## config.mk

```make
export PLATFORM = sky130hd
export DESIGN_NAME = bus_cycle_controller
export DESIGN_NICKNAME = d
export VERILOG_FILES = /design/src/rtl/bus_cycle_pkg.sv /design/src/rtl/bus_cycle_controller_region_decoder.sv /design/src/rtl/bus_cycle_controller.sv
export SDC_FILE = /design/constraint.sdc
export NUM_CORES = 1
export LEC_CHECK = 0
export ABC_AREA = 1
export BUFFER_PORTS_ARGS = -buffer_cell sky130_fd_sc_hd__buf_2
export CAP_MARGIN = 10
export CORE_MARGIN = 2
export CORE_UTILIZATION = 43
export CTS_BUF_LIST = sky130_fd_sc_hd__clkbuf_4
export CTS_CLUSTER_SIZE = 28
export DETAILED_ROUTE_END_ITERATION = 8
export PLACE_DENSITY = 0.8
export SLEW_MARGIN = 10
export SYNTH_ARGS = -nofsm -noshare
export SYNTH_HDL_FRONTEND = slang
export SYNTH_HIERARCHICAL = 1
export SYNTH_SLANG_ARGS = --single-unit
```

## constraint.sdc

```tcl
create_clock -name MCLK_IN -period 2.25 [get_ports MCLK_IN]
set_input_delay 0.1125 -clock MCLK_IN [delete_from_list [all_inputs] [get_ports MCLK_IN]]
set_output_delay 0.1125 -clock MCLK_IN [all_outputs]
set_load 0.01 [all_outputs]
```

## src/rtl/bus_cycle_pkg.sv

```systemverilog
// Shared types and constants for the 68000 bus-cycle controller.
package bus_cycle_pkg;

    typedef enum logic [2:0] {
        ST_IDLE,
        ST_DECODE,
        ST_WAIT,
        ST_ACK,
        ST_FAULT,
        ST_AVEC,
        ST_DONE
    } state_t;

    localparam logic [2:0] FC_INT_ACK  = 3'b111;
    localparam logic [3:0] AVEC_NIBBLE = 4'hF;

    // Width of a region index; never zero so a single-region build still elaborates.
    function automatic int idx_width(input int n);
        return (n > 1) ? $clog2(n) : 1;
    endfunction

endpackage

```

## src/rtl/bus_cycle_controller_region_decoder.sv

```systemverilog
// Combinational priority match of an address against the chip-select windows.
module region_decoder
    import bus_cycle_pkg::*;
#(
    parameter int REGIONS    = 4,
    parameter int ADDR_WIDTH = 24,
    parameter int WAIT_WIDTH = 4,
    parameter int IDX_WIDTH  = idx_width(REGIONS)
) (
    input  logic [ADDR_WIDTH-1:0]         addr,
    input  logic [REGIONS*ADDR_WIDTH-1:0] base,
    input  logic [REGIONS*ADDR_WIDTH-1:0] mask,
    input  logic [REGIONS*WAIT_WIDTH-1:0] wait_all,
    input  logic [REGIONS-1:0]            writable_all,
    output logic                          hit,
    output logic [IDX_WIDTH-1:0]          idx,
    output logic [WAIT_WIDTH-1:0]         wait_states,
    output logic                          writable
);

    always_comb begin
        hit         = 1'b0;
        idx         = '0;
        wait_states = '0;
        writable    = 1'b0;
        // First match in ascending order wins; later matches are ignored.
        for (int unsigned i = 0; i < REGIONS; i++) begin
            if (!hit && (((addr ^ base[i*ADDR_WIDTH +: ADDR_WIDTH])
                          & mask[i*ADDR_WIDTH +: ADDR_WIDTH]) == '0)) begin
                hit         = 1'b1;
                idx         = IDX_WIDTH'(i);
                wait_states = wait_all[i*WAIT_WIDTH +: WAIT_WIDTH];
                writable    = writable_all[i];
            end
        end
    end

endmodule

```

## src/rtl/bus_cycle_controller.sv

```systemverilog
// 68000 asynchronous bus-cycle controller: strobe synchronisation, chip-select
// decode with per-region wait states, and data / bus-error / autovector termination.
module bus_cycle_controller
    import bus_cycle_pkg::*;
#(
    parameter int REGIONS        = 4,
    parameter int ADDR_WIDTH     = 24,
    parameter int WAIT_WIDTH     = 4,
    parameter int TIMEOUT_CYCLES = 64
) (
    input  logic                          MCLK_IN,
    input  logic                          RESET_ALL_IN,
    input  logic                          AS_IN,
    input  logic                          UDS_IN,
    input  logic                          LDS_IN,
    input  logic                          WR_IN,
    input  logic [2:0]                    MPU_STATUS_CODE_IN,
    input  logic [ADDR_WIDTH-1:0]         ADDR_IN,
    input  logic [REGIONS*ADDR_WIDTH-1:0] REGION_BASE_IN,
    input  logic [REGIONS*ADDR_WIDTH-1:0] REGION_MASK_IN,
    input  logic [REGIONS*WAIT_WIDTH-1:0] REGION_WAIT_IN,
    input  logic [REGIONS-1:0]            REGION_WRITABLE_IN,
    output logic [REGIONS-1:0]            CS,
    output logic                          OUTPUT_ENABLE,
    output logic                          DATA_ACK,
    output logic                          BUS_ERROR_ACK,
    output logic                          INT_AUTOVEC_ACK,
    output logic                          CYCLE_ACTIVE
);

    localparam int IDX_W = idx_width(REGIONS);
    localparam int TO_W  = $clog2(TIMEOUT_CYCLES);

    logic as_meta, uds_meta, lds_meta, wr_meta;
    logic as_s, uds_s, lds_s, wr_s;
    logic ds_s;
    logic as_prev;

    state_t                  state, state_n;
    logic [ADDR_WIDTH-1:0]   addr_q;
    logic [2:0]              fc_q;
    logic                    wr_q;
    logic                    capture;
    logic [WAIT_WIDTH-1:0]   wcnt, wcnt_n;
    logic [TO_W-1:0]         tcnt, tcnt_n;
    logic [IDX_W-1:0]        sel_q, sel_n;

    logic                    hit;
    logic [IDX_W-1:0]        hit_idx;
    logic [WAIT_WIDTH-1:0]   hit_wait;
    logic                    hit_writable;

    logic [REGIONS-1:0]      cs_n;
    logic                    oe_n, dack_n, berr_n, avec_n, active_n;

    always_ff @(posedge MCLK_IN) begin
        as_meta  <= AS_IN;
        uds_meta <= UDS_IN;
        lds_meta <= LDS_IN;
        wr_meta  <= WR_IN;
        as_s     <= as_meta;
        uds_s    <= uds_meta;
        lds_s    <= lds_meta;
        wr_s     <= wr_meta;
    end

    assign ds_s = uds_s | lds_s;

    region_decoder #(
        .REGIONS    (REGIONS),
        .ADDR_WIDTH (ADDR_WIDTH),
        .WAIT_WIDTH (WAIT_WIDTH),
        .IDX_WIDTH  (IDX_W)
    ) u_region_decoder (
        .addr         (addr_q),
        .base         (REGION_BASE_IN),
        .mask         (REGION_MASK_IN),
        .wait_all     (REGION_WAIT_IN),
        .writable_all (REGION_WRITABLE_IN),
        .hit          (hit),
        .idx          (hit_idx),
        .wait_states  (hit_wait),
        .writable     (hit_writable)
    );

    // as_prev resets high so an AS_S still asserted across reset is not taken as a new cycle.
    always_ff @(posedge MCLK_IN) begin
        if (RESET_ALL_IN) begin
            state           <= ST_IDLE;
            as_prev         <= 1'b1;
            wcnt            <= '0;
            tcnt            <= '0;
            sel_q           <= '0;
            addr_q          <= '0;
            fc_q            <= '0;
            wr_q            <= 1'b0;
            CS              <= '0;
            OUTPUT_ENABLE   <= 1'b0;
            DATA_ACK        <= 1'b0;
            BUS_ERROR_ACK   <= 1'b0;
            INT_AUTOVEC_ACK <= 1'b0;
            CYCLE_ACTIVE    <= 1'b0;
        end else begin
            state           <= state_n;
            as_prev         <= as_s;
            wcnt            <= wcnt_n;
            tcnt            <= tcnt_n;
            sel_q           <= sel_n;
            if (capture) begin
                addr_q <= ADDR_IN;
                fc_q   <= MPU_STATUS_CODE_IN;
                wr_q   <= wr_s;
            end
            CS              <= cs_n;
            OUTPUT_ENABLE   <= oe_n;
            DATA_ACK        <= dack_n;
            BUS_ERROR_ACK   <= berr_n;
            INT_AUTOVEC_ACK <= avec_n;
            CYCLE_ACTIVE    <= active_n;
        end
    end

    always_comb begin
        state_n = state;
        wcnt_n  = wcnt;
        tcnt_n  = tcnt;
        sel_n   = sel_q;
        capture = 1'b0;
        case (state)
            ST_IDLE: begin
                if (as_s && !as_prev) begin
                    state_n = ST_DECODE;
                    capture = 1'b1;
                    tcnt_n  = '0;
                end
            end
            ST_DECODE: begin
                if (!as_s) begin
                    state_n = ST_DONE;
                end else if (ds_s) begin
                    if (fc_q == FC_INT_ACK && addr_q[19:16] == AVEC_NIBBLE) begin
                        state_n = ST_AVEC;
                    end else if (!hit || (wr_q && !hit_writable)) begin
                        state_n = ST_FAULT;
                    end else begin
                        state_n = ST_WAIT;
                        wcnt_n  = hit_wait;
                        sel_n   = hit_idx;
                    end
                end else if (tcnt == TO_W'(TIMEOUT_CYCLES - 1)) begin
                    state_n = ST_FAULT;
                end else begin
                    tcnt_n = tcnt + 1'b1;
                end
            end
            ST_WAIT: begin
                if (!as_s) begin
                    state_n = ST_DONE;
                end else if (wcnt == '0) begin
                    state_n = ST_ACK;
                end else begin
                    wcnt_n = wcnt - 1'b1;
                end
            end
            ST_ACK, ST_FAULT, ST_AVEC: begin
                if (!as_s) state_n = ST_DONE;
            end
            ST_DONE: state_n = ST_IDLE;
            default: state_n = ST_IDLE;
        endcase
    end

    // Outputs are decoded from the next state and registered, so they change on the transition edge.
    always_comb begin
        cs_n     = '0;
        oe_n     = 1'b0;
        dack_n   = 1'b0;
        berr_n   = 1'b0;
        avec_n   = 1'b0;
        active_n = 1'b0;
        case (state_n)
            ST_DECODE: active_n = 1'b1;
            ST_WAIT: begin
                cs_n[sel_n] = 1'b1;
                oe_n        = ~wr_q;
                active_n    = 1'b1;
            end
            ST_ACK: begin
                cs_n[sel_n] = 1'b1;
                oe_n        = ~wr_q;
                dack_n      = 1'b1;
                active_n    = 1'b1;
            end
            ST_FAULT: begin
                berr_n   = 1'b1;
                active_n = 1'b1;
            end
            ST_AVEC: begin
                avec_n   = 1'b1;
                active_n = 1'b1;
            end
            default: ;
        endcase
    end

endmodule

```

After elaboration in Yosys (flattened, before gate mapping)
Cells that the tools add are included.
- bits in registers: 61
- add/subtract/negate cells: 2
- magnitude comparators: 2
- eq/ne operators: 22
- mux-type cells: 50
- bitwise operators: 11
- reduce and logical (&&, ||, !) cells: 28
- operator list (operator ; number):
    AND 24 bit ; 4
    zero test 24 bit ; 4
    XOR 24 bit ; 4
    2-to-1 mux 4 bit ; 10
    2-to-1 mux 3 bit ; 9
    2-to-1 mux 6 bit ; 4
    != test 2 bit, second input constant ; 9
    2-to-1 mux 1 bit ; 16
    equality test 3 bit, second input constant ; 5
    2-to-1 mux 2 bit ; 7
    equality test 3 x 2 -> 1 bit, second input constant ; 4
    case mux 3 bit (4 select lines) ; 1
    case mux 6 bit (2 select lines) ; 1
    case mux 4 bit (2 select lines) ; 1
    logical AND 1 bit ; 7
    AND reduction 7 bit ; 1
    adder 6 x 1 -> 6 bit, second input constant ; 1
    equality test 3 x 1 -> 1 bit, second input constant ; 2
    equality test 6 bit, second input constant ; 1
    zero test 1 bit ; 6
    AND reduction 5 bit ; 1
    OR reduction 5 bit ; 1
    equality test 4 bit, second input constant ; 1
    zero test 4 bit ; 1
    other kinds (11) ; 14

Longest topological paths before layout
Gate-level depths: netlist (run 1).
- word-level depth: 25
- mapped depth: 27
- mapped depth without buffers: 26

Hierarchy
The synthesis (run 1) kept the hierarchy.
- modules (own cells, without submodules) (module ; instances ; cells each ; area an instance (µm²) ; seq. area each (µm²)):
    region_decoder ; 1 ; 530 ; 2462.4 ; 0.0
    bus_cycle_controller ; 1 ; 322 ; 2421.1 ; 1221.2

Least setup slack after synthesis (run 1)
No wires, ideal clock.
- path kind: register -> register
- from: register addr_q[19]
- to: register CS[3]
- setup time: 64 ps
- arrival time: 2169 ps
- data required time: 2186 ps
- setup slack: 17 ps
- cell stages (with the launch flop): 26
- path buffers: 1
- cells stage by stage: dfxtp_1 > buf_2 > nand2_1 > nand2_1 > nor2_1 > nor2_1 > nand2_1 > nor2_2 > nand3_4 > nand2_4 > nor2_4 > nand2_8 > nand3_1 > nand2_1 > inv_1 > nand2_1 > nand2_1 > nor2_1 > nand3_2 > inv_2 > nand2_1 > nand2_1 > nand2_2 > inv_1 > nand2_1 > nor2_1
- longest elaborated chain between the ends: 25
- elaborated cells on any way between the ends: 55
- classes of those cells: order compare: 2; eq/ne: 3; mux: 23; bitwise: 9; reduce/logical: 18
- RTL lines (item ; line ; text):
    start: declaration ; bus_cycle_controller.sv:40 ; logic [ADDR_WIDTH-1:0] addr_q;
    start signal: assignment ; bus_cycle_controller.sv:94 ; addr_q <= '0;
    start signal: assignment ; bus_cycle_controller.sv:110 ; addr_q <= ADDR_IN;
    XOR 24 bit ; bus_cycle_controller_region_decoder.sv:28 ; if (!hit && (((addr ^ base[i*ADDR_WIDTH +: ADDR_WIDTH])
    AND 24 bit ; bus_cycle_controller_region_decoder.sv:29 ; & mask[i*ADDR_WIDTH +: ADDR_WIDTH]) == '0)) begin
    zero test 24 bit ; bus_cycle_controller_region_decoder.sv:28 ;
    2-to-1 mux 1 bit ; bus_cycle_controller_region_decoder.sv:28 ;
    zero test 1 bit ; bus_cycle_controller_region_decoder.sv:28 ;
    logical AND 1 bit ; bus_cycle_controller_region_decoder.sv:28 ;
    2-to-1 mux 1 bit ; bus_cycle_controller_region_decoder.sv:28 ;
    zero test 1 bit ; bus_cycle_controller_region_decoder.sv:28 ;
    [... 5 more ...] ; - ;
    named net hit_writable ; bus_cycle_controller.sv:51 ; logic hit_writable;
    [... 4 more ...] ; - ;
    2-to-1 mux 2 bit or 2-to-1 mux 3 bit (tied branches) ; bus_cycle_controller.sv:141 ; if (fc_q == FC_INT_ACK && addr_q[19:16] == AVEC_NIBBLE) begin
    2-to-1 mux 2 bit or 2-to-1 mux 3 bit (tied branches) ; bus_cycle_controller.sv:140 ; end else if (ds_s) begin
    2-to-1 mux 2 bit or 2-to-1 mux 3 bit (tied branches) ; bus_cycle_controller.sv:138 ; if (!as_s) begin
    2-to-1 mux 2 bit or case mux 3 bit (4 select lines) (tied branches) ; bus_cycle_controller.sv:129 ; case (state)
    less-than comparator 2 x 3 -> 1 bit (implied by the code) (tied with other cells) ; bus_cycle_controller.sv:184, bus_cycle_controller.sv:189 ;
    logical AND 1 bit (implied by the code) or OR reduction 2 bit (tied branches) ; - ;
    2-to-1 mux 1 bit (implied by the code) or NOT 1 bit (tied branches) ; - ;
    demux 1 bit (select 2 bit) or OR reduction 2 bit (tied branches) ; - ;
    end signal: assignment ; bus_cycle_controller.sv:114 ; CS <= cs_n;
    end: declaration ; bus_cycle_controller.sv:23 ; output logic [REGIONS-1:0] CS,
Mark *: on every way through the listed nets, which the timed path passes. The rest lies on a longest branch.
A chain may end at the register's enable or synchronous reset.

Final worst setup path (run 1)
- from: register addr_q[22]
- to: register CS[2]
The elaborated chain is that of the path after synthesis.

==> results of run 1 <==
==> power breakdown <==
group | internal, mW | switching (mW) | total, mW | leakage (nW)
Sequential | 1.12 | 0.0691 | 1.19 | 0.512
Combinational | 0.422 | 0.470 | 0.892 | 3.23
Clock | 0.343 | 0.452 | 0.795 | 0.0760
==> registers in the layout (all words and copies together) (netlist names), 2 cells and up <==
signal  count
CS          4
addr_q     24
wcnt        4
fc_q        3
sel_q       2
tcnt        6
state       3
==> stage by stage <==
step                TNS [ns]  instances
floorplan                  0        852
global placement       -4.86       1253
detailed placement     -6.21       1253
CTS                    -2.17       1301
global route           -6.04       1309
finish                 -2.36       1309
==> area by class of cell <==
cell class | instances | area, sq um
Clock buffer | 9 | 67.6
Clock inverter | 7 | 72.6
Fill cell | 1022 | 3780
Inverter | 114 | 433
Multi-Input combinational cell | 659 | 3290
Sequential cell | 61 | 1280
Tap cell | 140 | 175
Timing Repair Buffer | 319 | 1880
==> cell families after synthesis <==
| logic type | Yosys count | synth area share (%) |
|---|---|---|
| and+or+nand+nor | 584 | 54.4 |
| AOI/OAI and AO/OA | 59 | 6.30 |
| xor gates and xnor gates | 14 | 2.51 |
| buffers and inverters | 132 | 11.2 |
| DFF | 61 | 25.0 |
| adders and majority gates | 2 | 0.512 |
==> path summary, 6_finish.rpt <==
check | slack, ns | cells past startpoint | endpoint | from
setup / recovery | -0.22 | 23 | CS[2]$_SDFF_PP0_ | addr_q[22]$_SDFFE_PP0P_
hold / removal | 0.03 | 3 | addr_q[18]$_SDFFE_PP0P_ | ADDR_IN[18]
setup reg to reg | -0.22 | 23 | CS[2]$_SDFF_PP0_ | addr_q[22]$_SDFFE_PP0P_
hold reg to reg | 0.34 | 0 | wr_s$_DFF_P_ | wr_meta$_DFF_P_
==> timing repair <==
item                                    CTS  global route
hold buffers                             28             0
endpoints found under the setup margin   17            17
gates cloned                              0             0
gates resized for setup                  60            45
setup buffers                             5             8
pin swaps                                37            35
endpoints found under the hold margin    33             0
==> layer usage <==
metal | GRT usage (%) | part of all wire [%] | wire length (um)
met1 | 34.3 | 40 | 7340
met3 | 6.26 | 8.1 | 1470
met2 | 50.2 | 48 | 8770
met5 | 0 | 0.072 | 13
met4 | 11.3 | 3.2 | 586
==> placed cells by master (no fill, tap or decap), types with 2 or more instances in the layout <==
cell type | netlist | layout
buf_2 | 5 | 253
nand2_1 | 256 | 239
nor2_1 | 156 | 143
inv_1 | 93 | 88
nand3_1 | 86 | 76
o21ai_0 | 45 | 39
dfxtp_1 | 61 | 37
buf_4 | 4 | 31
dlygate4sd3_1 | 0 | 28
nand2_2 | 14 | 27
nor2_2 | 14 | 25
inv_2 | 19 | 24
nand3_2 | 7 | 17
xor2_1 | 13 | 13
dfxtp_4 | 0 | 12
dfxtp_2 | 0 | 12
or2_1 | 10 | 10
nor2_4 | 7 | 9
a21oi_1 | 9 | 9
nand4_1 | 9 | 9
clkbuf_4 | 0 | 9
nand3b_1 | 5 | 5
nand2_4 | 1 | 5
or2_0 | 5 | 5
o21ai_1 | 1 | 4
buf_6 | 4 | 4
clkinv_1 | 1 | 3
o21ai_2 | 0 | 3
nor3_1 | 4 | 3
clkinv_4 | 0 | 3
buf_12 | 0 | 3
or2_2 | 3 | 3
nor3_2 | 1 | 2
ha_1 | 2 | 2
inv_6 | 0 | 2
nand3_4 | 2 | 2
==> worst min-delay path: cells and delay by family <==
| family | cells | cell delay [ns] |
|---|---|---|
| AO/OA/AOI/OAI | 1 | 0.08 |
| buffers and inverters | 1 | 0.08 |
| AND/OR/NAND/NOR | 1 | 0.14 |
==> results.cfg, run 1 <==
[sta]
max_clock_freq_mhz = 404
slew_headroom_pct = 64.3
period_share_pct = 110
layout_setup_ws_ns = -0.223
fin_worst_skew_ns = 0.0217
drv_slew = 0
period_needed_ns = 2.47
worst_slew_pin_slew_ns = 0.532
final-setup-viol-count = 17
rsz0062_at_grt = true
hold_viol = 0
fin_hold_ws_ns = 0.0346

[layout]
utilization_pct = 65.6
antenna_cells = 0
layout-drive-gt1-share_pct = 38.8
nets = 1411
area_growth_pct = 47.5
postLayoutCellArea_sq_mm = 0.00720

[placement]
gp_congestion = 0.917
port_buffers = 253
hpwlAfterDp_um = 14500
dpl_cell_area_sq_mm = 0.00644
pre_cts_ws_ns = -0.437

[cts]
cts.reportedPaths.clkPinSlew_ns = 0.13
cts.sinks = 61
cts_root_buf = clkbuf_4
worstSkewPairLatency_ns = 0.42
cts_max_path_buffers = 2
cts_tree = done
h-tree-depth = 3
cts_buffers = 9

[synth]
yosysSeqAreaShare_pct = 25.0
synth-edff-count = 0
synth_ff_type = dfxtp_1
synth_top_area_share_pct = 25.0
yosysMostFrequentCell = nand2_1
synth_area_leaders = dfxtp_1, nand2_1, nor2_1
ys_warn_count = 6
synth_commonest_cells = nand2_1, nor2_1, inv_1
yosys.area.top_type = dfxtp_1
syn_avg_cell_area_sq_um = 5.73
synthesis.nets = 1099
synth_cell_types = 39
async_flop_share_pct = 0
syn_inst = 852
syn-cell-area_sq_mm = 0.00488
synth-seq-cells = 61

[floorplanning]
fp.dieW_um = 111
dieArea_sq_mm = 0.0122
start_util_pct = 44.5
core_area_sq_mm = 0.0110
std_cell_rows = 38
ios = 254
die-height_um = 111

[setup_path]
cp.arrival_ns = 2.82
end_kind = register
path_cells = buf_6 > or2_1 > nand3_1 > nand4_1 > nor2_2 > nand2_2 > nor2_4 > nand2_8 > clkinv_4 > nand2_2 > nand2_2 > inv_2 > nand2_2 > nand2_2 > nor2_4 > nand3_2 > inv_2 > nand2_2 > nand2_2 > nand2_4 > inv_2 > nand2_2 > nor2_2
cpMostUsedCell = nand2_2
required_ns = 2.60
path_delay_family = simple AND/OR/NAND/NOR gates
startpoint_type = register
critPathKind = reg2reg
slowest_stage = dfxtp_4
critPathMaxStageDelay_ns = 0.39
path_max_fanout = 6
worst-path-buf-inv = 5

[power_and_ir_drop]
ir_drop_mv = 0.288
cellPowerDensity_mw_per_mm2 = 400
p_total_mw = 2.88
leakage_nw = 3.82

[grt]
grt_usage_pct = 28.8
antenna_found_initial = 1
grt_overflow_total = 0
grt_pass1_vias = 6077
grt_pass1_wl_um = 28400
grt_max_degree = 29

[route]
drtIter0Drc = 360
post_drt_wl_per_cell_um = 13.9
totalWireLength_um = 18200
ant_nets = 0
dr_total_vias = 6406
vias_per_cell = 4.89
first_pass_iters = 6
drc_errors = 0

[status]
violations = negative setup slack
status = complete, but fails checks

[flow_run]
maxCapViolations = 0

[hold_path]
hp-class = in2reg
(Power assumes the default switching activity.)
==> inputs of run 2 (changes only) <==
--- a/config.mk
+++ b/config.mk
@@ -8,6 +8,7 @@
 export ABC_AREA = 1
 export BUFFER_PORTS_ARGS = -buffer_cell sky130_fd_sc_hd__buf_2
 export CAP_MARGIN = 10
+export CORE_ASPECT_RATIO = 0.8
 export CORE_MARGIN = 2
 export CORE_UTILIZATION = 43
 export CTS_BUF_LIST = sky130_fd_sc_hd__clkbuf_4
==> constraint.sdc (replaced) <==
create_clock -name MCLK_IN -period 2.25 [get_ports MCLK_IN]
set_input_delay 0.225 -clock MCLK_IN [delete_from_list [all_inputs] [get_ports MCLK_IN]]
set_output_delay 0.225 -clock MCLK_IN [all_outputs]
set_load 0.01 [all_outputs]
==> results.cfg, run 2 (synthesized netlist as in run 1, its figures left out) <==
[floorplanning]
core_area_sq_mm = 0.0110
fp.dieW_um = 123
dieArea_sq_mm = 0.0122
die-height_um = 99.3
std_cell_rows = 34
start_util_pct = 44.5
ios = 254

[route]
drc_errors = 0
drtIter0Drc = 496
dr_total_vias = 6329
vias_per_cell = 4.87
post_drt_wl_per_cell_um = 14.1
ant_nets = 0
totalWireLength_um = 18400
first_pass_iters = 5

[sta]
period_share_pct = 113
hold_viol = 0
fin_hold_ws_ns = 0.0402
slew_headroom_pct = 65.2
worst_slew_pin_slew_ns = 0.519
layout_setup_ws_ns = -0.284
fin_tns_setup_ns = -3.55
fin_worst_skew_ns = 0.0176
period_needed_ns = 2.53
drv_slew = 0
final-setup-viol-count = 17
rsz0062_at_grt = true
max_clock_freq_mhz = 395

[setup_path]
crit_end = CS[3]$_SDFF_PP0_
path_max_fanout = 4
critPathKind = reg2reg
reg2reg_depth = 22
crit_start = addr_q[23]$_SDFFE_PP0P_
required_ns = 2.59
regToRegSetupSlack_ns = -0.28
end_kind = register
startpoint_type = register
cp.arrival_ns = 2.87
r2r_start = addr_q[23]$_SDFFE_PP0P_
reg2reg_to = CS[3]$_SDFF_PP0_

[placement]
port_buffers = 253
pre_cts_ws_ns = -0.271
hpwlAfterDp_um = 14900
gp_congestion = 0.923

[grt]
grt_pass1_wl_um = 27800
antenna_found_initial = 0
grt_pass1_vias = 5747
grt_overflow_total = 0
grt_max_degree = 24
grt_usage_pct = 29.3

[cts]
cts_max_path_buffers = 2
cts_root_buf = clkbuf_4
cts.sinks = 61
cts_buffers = 9
h-tree-depth = 3
worstSkewPairLatency_ns = 0.42
cts.reportedPaths.clkPinSlew_ns = 0.13
cts_tree = done

[hold_path]
hp-class = in2reg

[power_and_ir_drop]
ir_drop_mv = 0.293
power_frac_comb_pct = 29.6
clkPwrFrac_pct = 30.9
leakage_nw = 3.80
p_total_mw = 3.01
cellPowerDensity_mw_per_mm2 = 424
p_seq_share_pct = 39.5
switching_power_mw = 1.02
swShare_pct = 33.8
intPower_mw = 1.99

[status]
violations = negative setup slack
status = complete, but fails checks

[layout]
layout_common_cells = buf_2, nand2_1, nor2_1
biggestRegsByFlops = addr_q (24), tcnt (6)
largest_reg_flops = 24
final_common_cell = buf_2
nFillCells = 1047
layout-drive-gt1-share_pct = 40.2
antenna_cells = 0
area_growth_pct = 45.5
top_register = addr_q
nets = 1398

[flow_run]
maxCapViolations = 0
[run 2: cell types whose count changed in the layout (fill, tap and decap cells not counted), sizes merged]
cell,before,now
bufinv,1,2
buf,291,302
clkinvlp,0,2
dlygate4sd3,28,4
clkinv,6,3
[run 2: timing repair]
action / in CTS / in global routing
setup buffers: 8 / 5
endpoints found under the setup margin: 17 / 17
endpoints found under the hold margin: 4 / 0
hold buffers: 4 / 0
resized for setup: 57 / 46
pin swaps: 31 / 30
[run 2: metrics by stage]
| step | instances | utilization (%) | area (sq um) |
|---|---|---|---|
| global placement | 1267 | 59.3 | 6510 |
| detailed placement | 1267 | 59.3 | 6510 |
| global route | 1300 | 64.7 | 7100 |
| CTS | 1295 | 63.0 | 6910 |
| floorplan | 852 | - | 4880 |
| finish | 1300 | 64.7 | 7100 |
[run 2: power by group through the flow]
stage / Clock [mW] / Sequential [mW] / Combinational [mW]
2_1_floorplan: 0 / 1.19 / 0.448
3_3_place_gp: 0 / 1.21 / 0.802
3_5_place_dp: 0 / 1.21 / 0.813
4_1_cts: 0.934 / 1.19 / 0.847
5_1_grt: 0.973 / 1.20 / 0.997
6_report: 0.930 / 1.19 / 0.893
[run 2: how the worst min path moves through the flow]
stage                     start                 endpoint  slack (ns)  depth (start not counted)
5_1_grt             ADDR_IN[21]  addr_q[21]$_SDFFE_PP0P_        0.05                          3
2_1_floorplan             AS_IN          as_meta$_DFF_P_        0.25                          0
3_5_place_dp   uds_meta$_DFF_P_            uds_s$_DFF_P_        0.31                          0
3_3_place_gp   uds_meta$_DFF_P_            uds_s$_DFF_P_        0.31                          0
4_1_cts             ADDR_IN[21]  addr_q[21]$_SDFFE_PP0P_        0.03                          3
6_report            ADDR_IN[21]  addr_q[21]$_SDFFE_PP0P_        0.04                          3
[run 2: layout make-up]
class / count / area [sq um] / area share [%]
clock buffers: 9 / 67.6 / 0.951
clock inverters: 7 / 97.6 / 1.37
inverters: 114 / 430 / 6.06
multi-input cells: 659 / 3320 / 46.7
flip-flops and latches: 61 / 1270 / 17.9
well taps: 144 / 180 / 2.54
repair buffers: 306 / 1730 / 24.4
[run 2: metal layers]
| metal | share of wire, % | GRT usage, % |
|---|---|---|
| met1 | 44 | 39.5 |
| met2 | 44 | 47.6 |
| met3 | 9.1 | 5.56 |
| met4 | 2.5 | 8.39 |
| met5 | 0 | 0 |
[run 2: critical path, cell delays in order, from the launching register on]
cell      delay, ns
dfxtp_4        0.39
buf_12         0.13
or2_1          0.22
nand3_2        0.09
nand4_1        0.15
nor2_4         0.15
nand3_4        0.09
nand2_4        0.08
nor2_4         0.05
nand2_8        0.08
nand3_2        0.07
nand2_1        0.06
inv_1          0.04
nand2_1        0.06
nand2_2        0.07
nor2_4         0.12
nand3_2        0.11
inv_2          0.09
nand3b_1       0.14
nand2_4        0.11
inv_2          0.04
nand2_1        0.08
nor2_2         0.03
==> inputs of run 3 (changes only) <==
--- a/config.mk
+++ b/config.mk
@@ -11,7 +11,7 @@
 export CORE_ASPECT_RATIO = 0.8
 export CORE_MARGIN = 2
 export CORE_UTILIZATION = 43
-export CTS_BUF_LIST = sky130_fd_sc_hd__clkbuf_4
+export CTS_BUF_LIST = sky130_fd_sc_hd__clkbuf_4 sky130_fd_sc_hd__clkbuf_8
 export CTS_CLUSTER_SIZE = 28
 export DETAILED_ROUTE_END_ITERATION = 8
 export PLACE_DENSITY = 0.8
==> results.cfg, run 3 (synthesized netlist as in run 1, its figures left out) <==
[layout]
layout-drive-gt1-share_pct = 40.3
layout_common_cells = buf_2, nand2_1, nor2_1
largest_reg_flops = 24
final_common_cell = buf_2
area_growth_pct = 46.8
nets = 1398
biggestRegsByFlops = addr_q (24), tcnt (6)
antenna_cells = 0
top_register = addr_q

[sta]
drv_slew = 0
max_clock_freq_mhz = 381
period_needed_ns = 2.62
rsz0062_at_grt = true
period_share_pct = 117
worst_slew_pin_slew_ns = 0.538
fin_hold_ws_ns = 0.114
fin_tns_setup_ns = -4.22
slew_headroom_pct = 63.9
hold_viol = 0
fin_worst_skew_ns = 0.00743
layout_setup_ws_ns = -0.375
final-setup-viol-count = 17

[placement]
hpwlAfterDp_um = 14900
pre_cts_ws_ns = -0.271
gp_congestion = 0.923
port_buffers = 253

[power_and_ir_drop]
p_total_mw = 3.22
ir_drop_mv = 0.251
leakage_nw = 3.82
cellPowerDensity_mw_per_mm2 = 449

[setup_path]
critPathKind = reg2reg
reg2reg_depth = 23
r2r_start = addr_q[7]$_SDFFE_PP0P_
regToRegSetupSlack_ns = -0.37
startpoint_type = register
end_kind = register
path_max_fanout = 5
cp.arrival_ns = 2.92
required_ns = 2.54
reg2reg_to = CS[1]$_SDFF_PP0_

[route]
drc_errors = 0
totalWireLength_um = 18900
drtIter0Drc = 477
ant_nets = 0
post_drt_wl_per_cell_um = 14.6
dr_total_vias = 6396
first_pass_iters = 5
vias_per_cell = 4.92

[grt]
grt_pass1_wl_um = 28000
grt_pass1_vias = 5756
antenna_found_initial = 0
grt_usage_pct = 29.5
grt_max_degree = 24
grt_overflow_total = 0

[hold_path]
worstHoldPathCells = 3
hold_start = ADDR_IN[21]
hp-class = in2reg
min_to = addr_q[21]$_SDFFE_PP0P_

[cts]
cts.reportedPaths.clkPinSlew_ns = 0.08
cts_max_path_buffers = 2
cts_tree = done
cts.sinks = 61
cts_root_buf = clkbuf_8
h-tree-depth = 3
cts_buffers = 9
worstSkewPairLatency_ns = 0.35

[floorplanning]
die-height_um = 99.3
dieArea_sq_mm = 0.0122
core_area_sq_mm = 0.0110
std_cell_rows = 34
start_util_pct = 44.5
ios = 254
fp.dieW_um = 123

[flow_run]
maxCapViolations = 0

[status]
violations = negative setup slack
status = complete, but fails checks
[run 3: cell counts in the layout (fill, tap and decap cells not counted)]
Identical to the previous run, type by type.
[run 3: critical path: stages, from the launching register on]
cell	delay, ns
dfxtp_4	0.36
buf_4	0.14
nor2_2	0.09
nand3b_1	0.14
nand4_1	0.18
nor2_2	0.19
nand3_4	0.11
nand2_4	0.09
inv_2	0.04
nand3_1	0.09
nand3_2	0.08
nand2_1	0.08
inv_1	0.04
nand2_1	0.06
nand2_2	0.07
nor2_4	0.11
nand3_2	0.10
inv_2	0.11
nand2_2	0.08
nand2_2	0.10
nand2_4	0.07
inv_2	0.06
nand2_1	0.06
nor2_1	0.11
[run 3: worst max path at each step]
stage | to | start | depth (start not counted)
after floorplan | CS[3]$_SDFF_PP0_ | addr_q[19]$_SDFFE_PP0P_ | 25
after CTS | CS[2]$_SDFF_PP0_ | addr_q[12]$_SDFFE_PP0P_ | 22
after global routing | CS[1]$_SDFF_PP0_ | addr_q[19]$_SDFFE_PP0P_ | 22
final | CS[1]$_SDFF_PP0_ | addr_q[7]$_SDFFE_PP0P_ | 23
after global placement | CS[3]$_SDFF_PP0_ | addr_q[18]$_SDFFE_PP0P_ | 22
after detailed placement | wcnt[0]$_SDFFE_PP0P_ | addr_q[1]$_SDFFE_PP0P_ | 21
[run 3: metal layers]
layer,routed length [um],vias up,global-route usage (%)
met4,553,0,9.88
met2,8420,315,47.5
li1,-,3234,-
met3,1840,48,5.45
met5,0,-,0
met1,8120,2799,39.7
[run 3: what timing repair did]
item | CTS | global route
gates resized for setup | 58 | 50
gates cloned | 0 | 0
buffers inserted | 8 | 5
pin swaps | 33 | 32
endpoints found under the hold margin | 4 | 0
endpoints found under the setup margin | 17 | 17
hold buffers | 4 | 0
[run 3: final cells by class]
cell class	count	area [sq um]
Tap cell	144	180
Fill cell	1052	3800
Multi-Input combinational cell	659	3350
Sequential cell	61	1270
Clock inverter	7	97.6
Inverter	114	430
Timing Repair Buffer	306	1720
Clock buffer	9	124
[run 3: power by group]
part           switching, mW  leakage, nW  internal, mW
clock network          0.508        0.106         0.627
registers             0.0638        0.511          1.13
logic                  0.486         3.20         0.412
[run 3: metrics by stage]
stage / std cells / util, % / cell area [sq um]
6_report: 1300 / 65.3 / 7170
5_1_grt: 1300 / 65.3 / 7170
4_1_cts: 1295 / 63.5 / 6970
3_5_place_dp: 1267 / 59.3 / 6510
3_3_place_gp: 1267 / 59.3 / 6510
2_1_floorplan: 852 / - / 4880
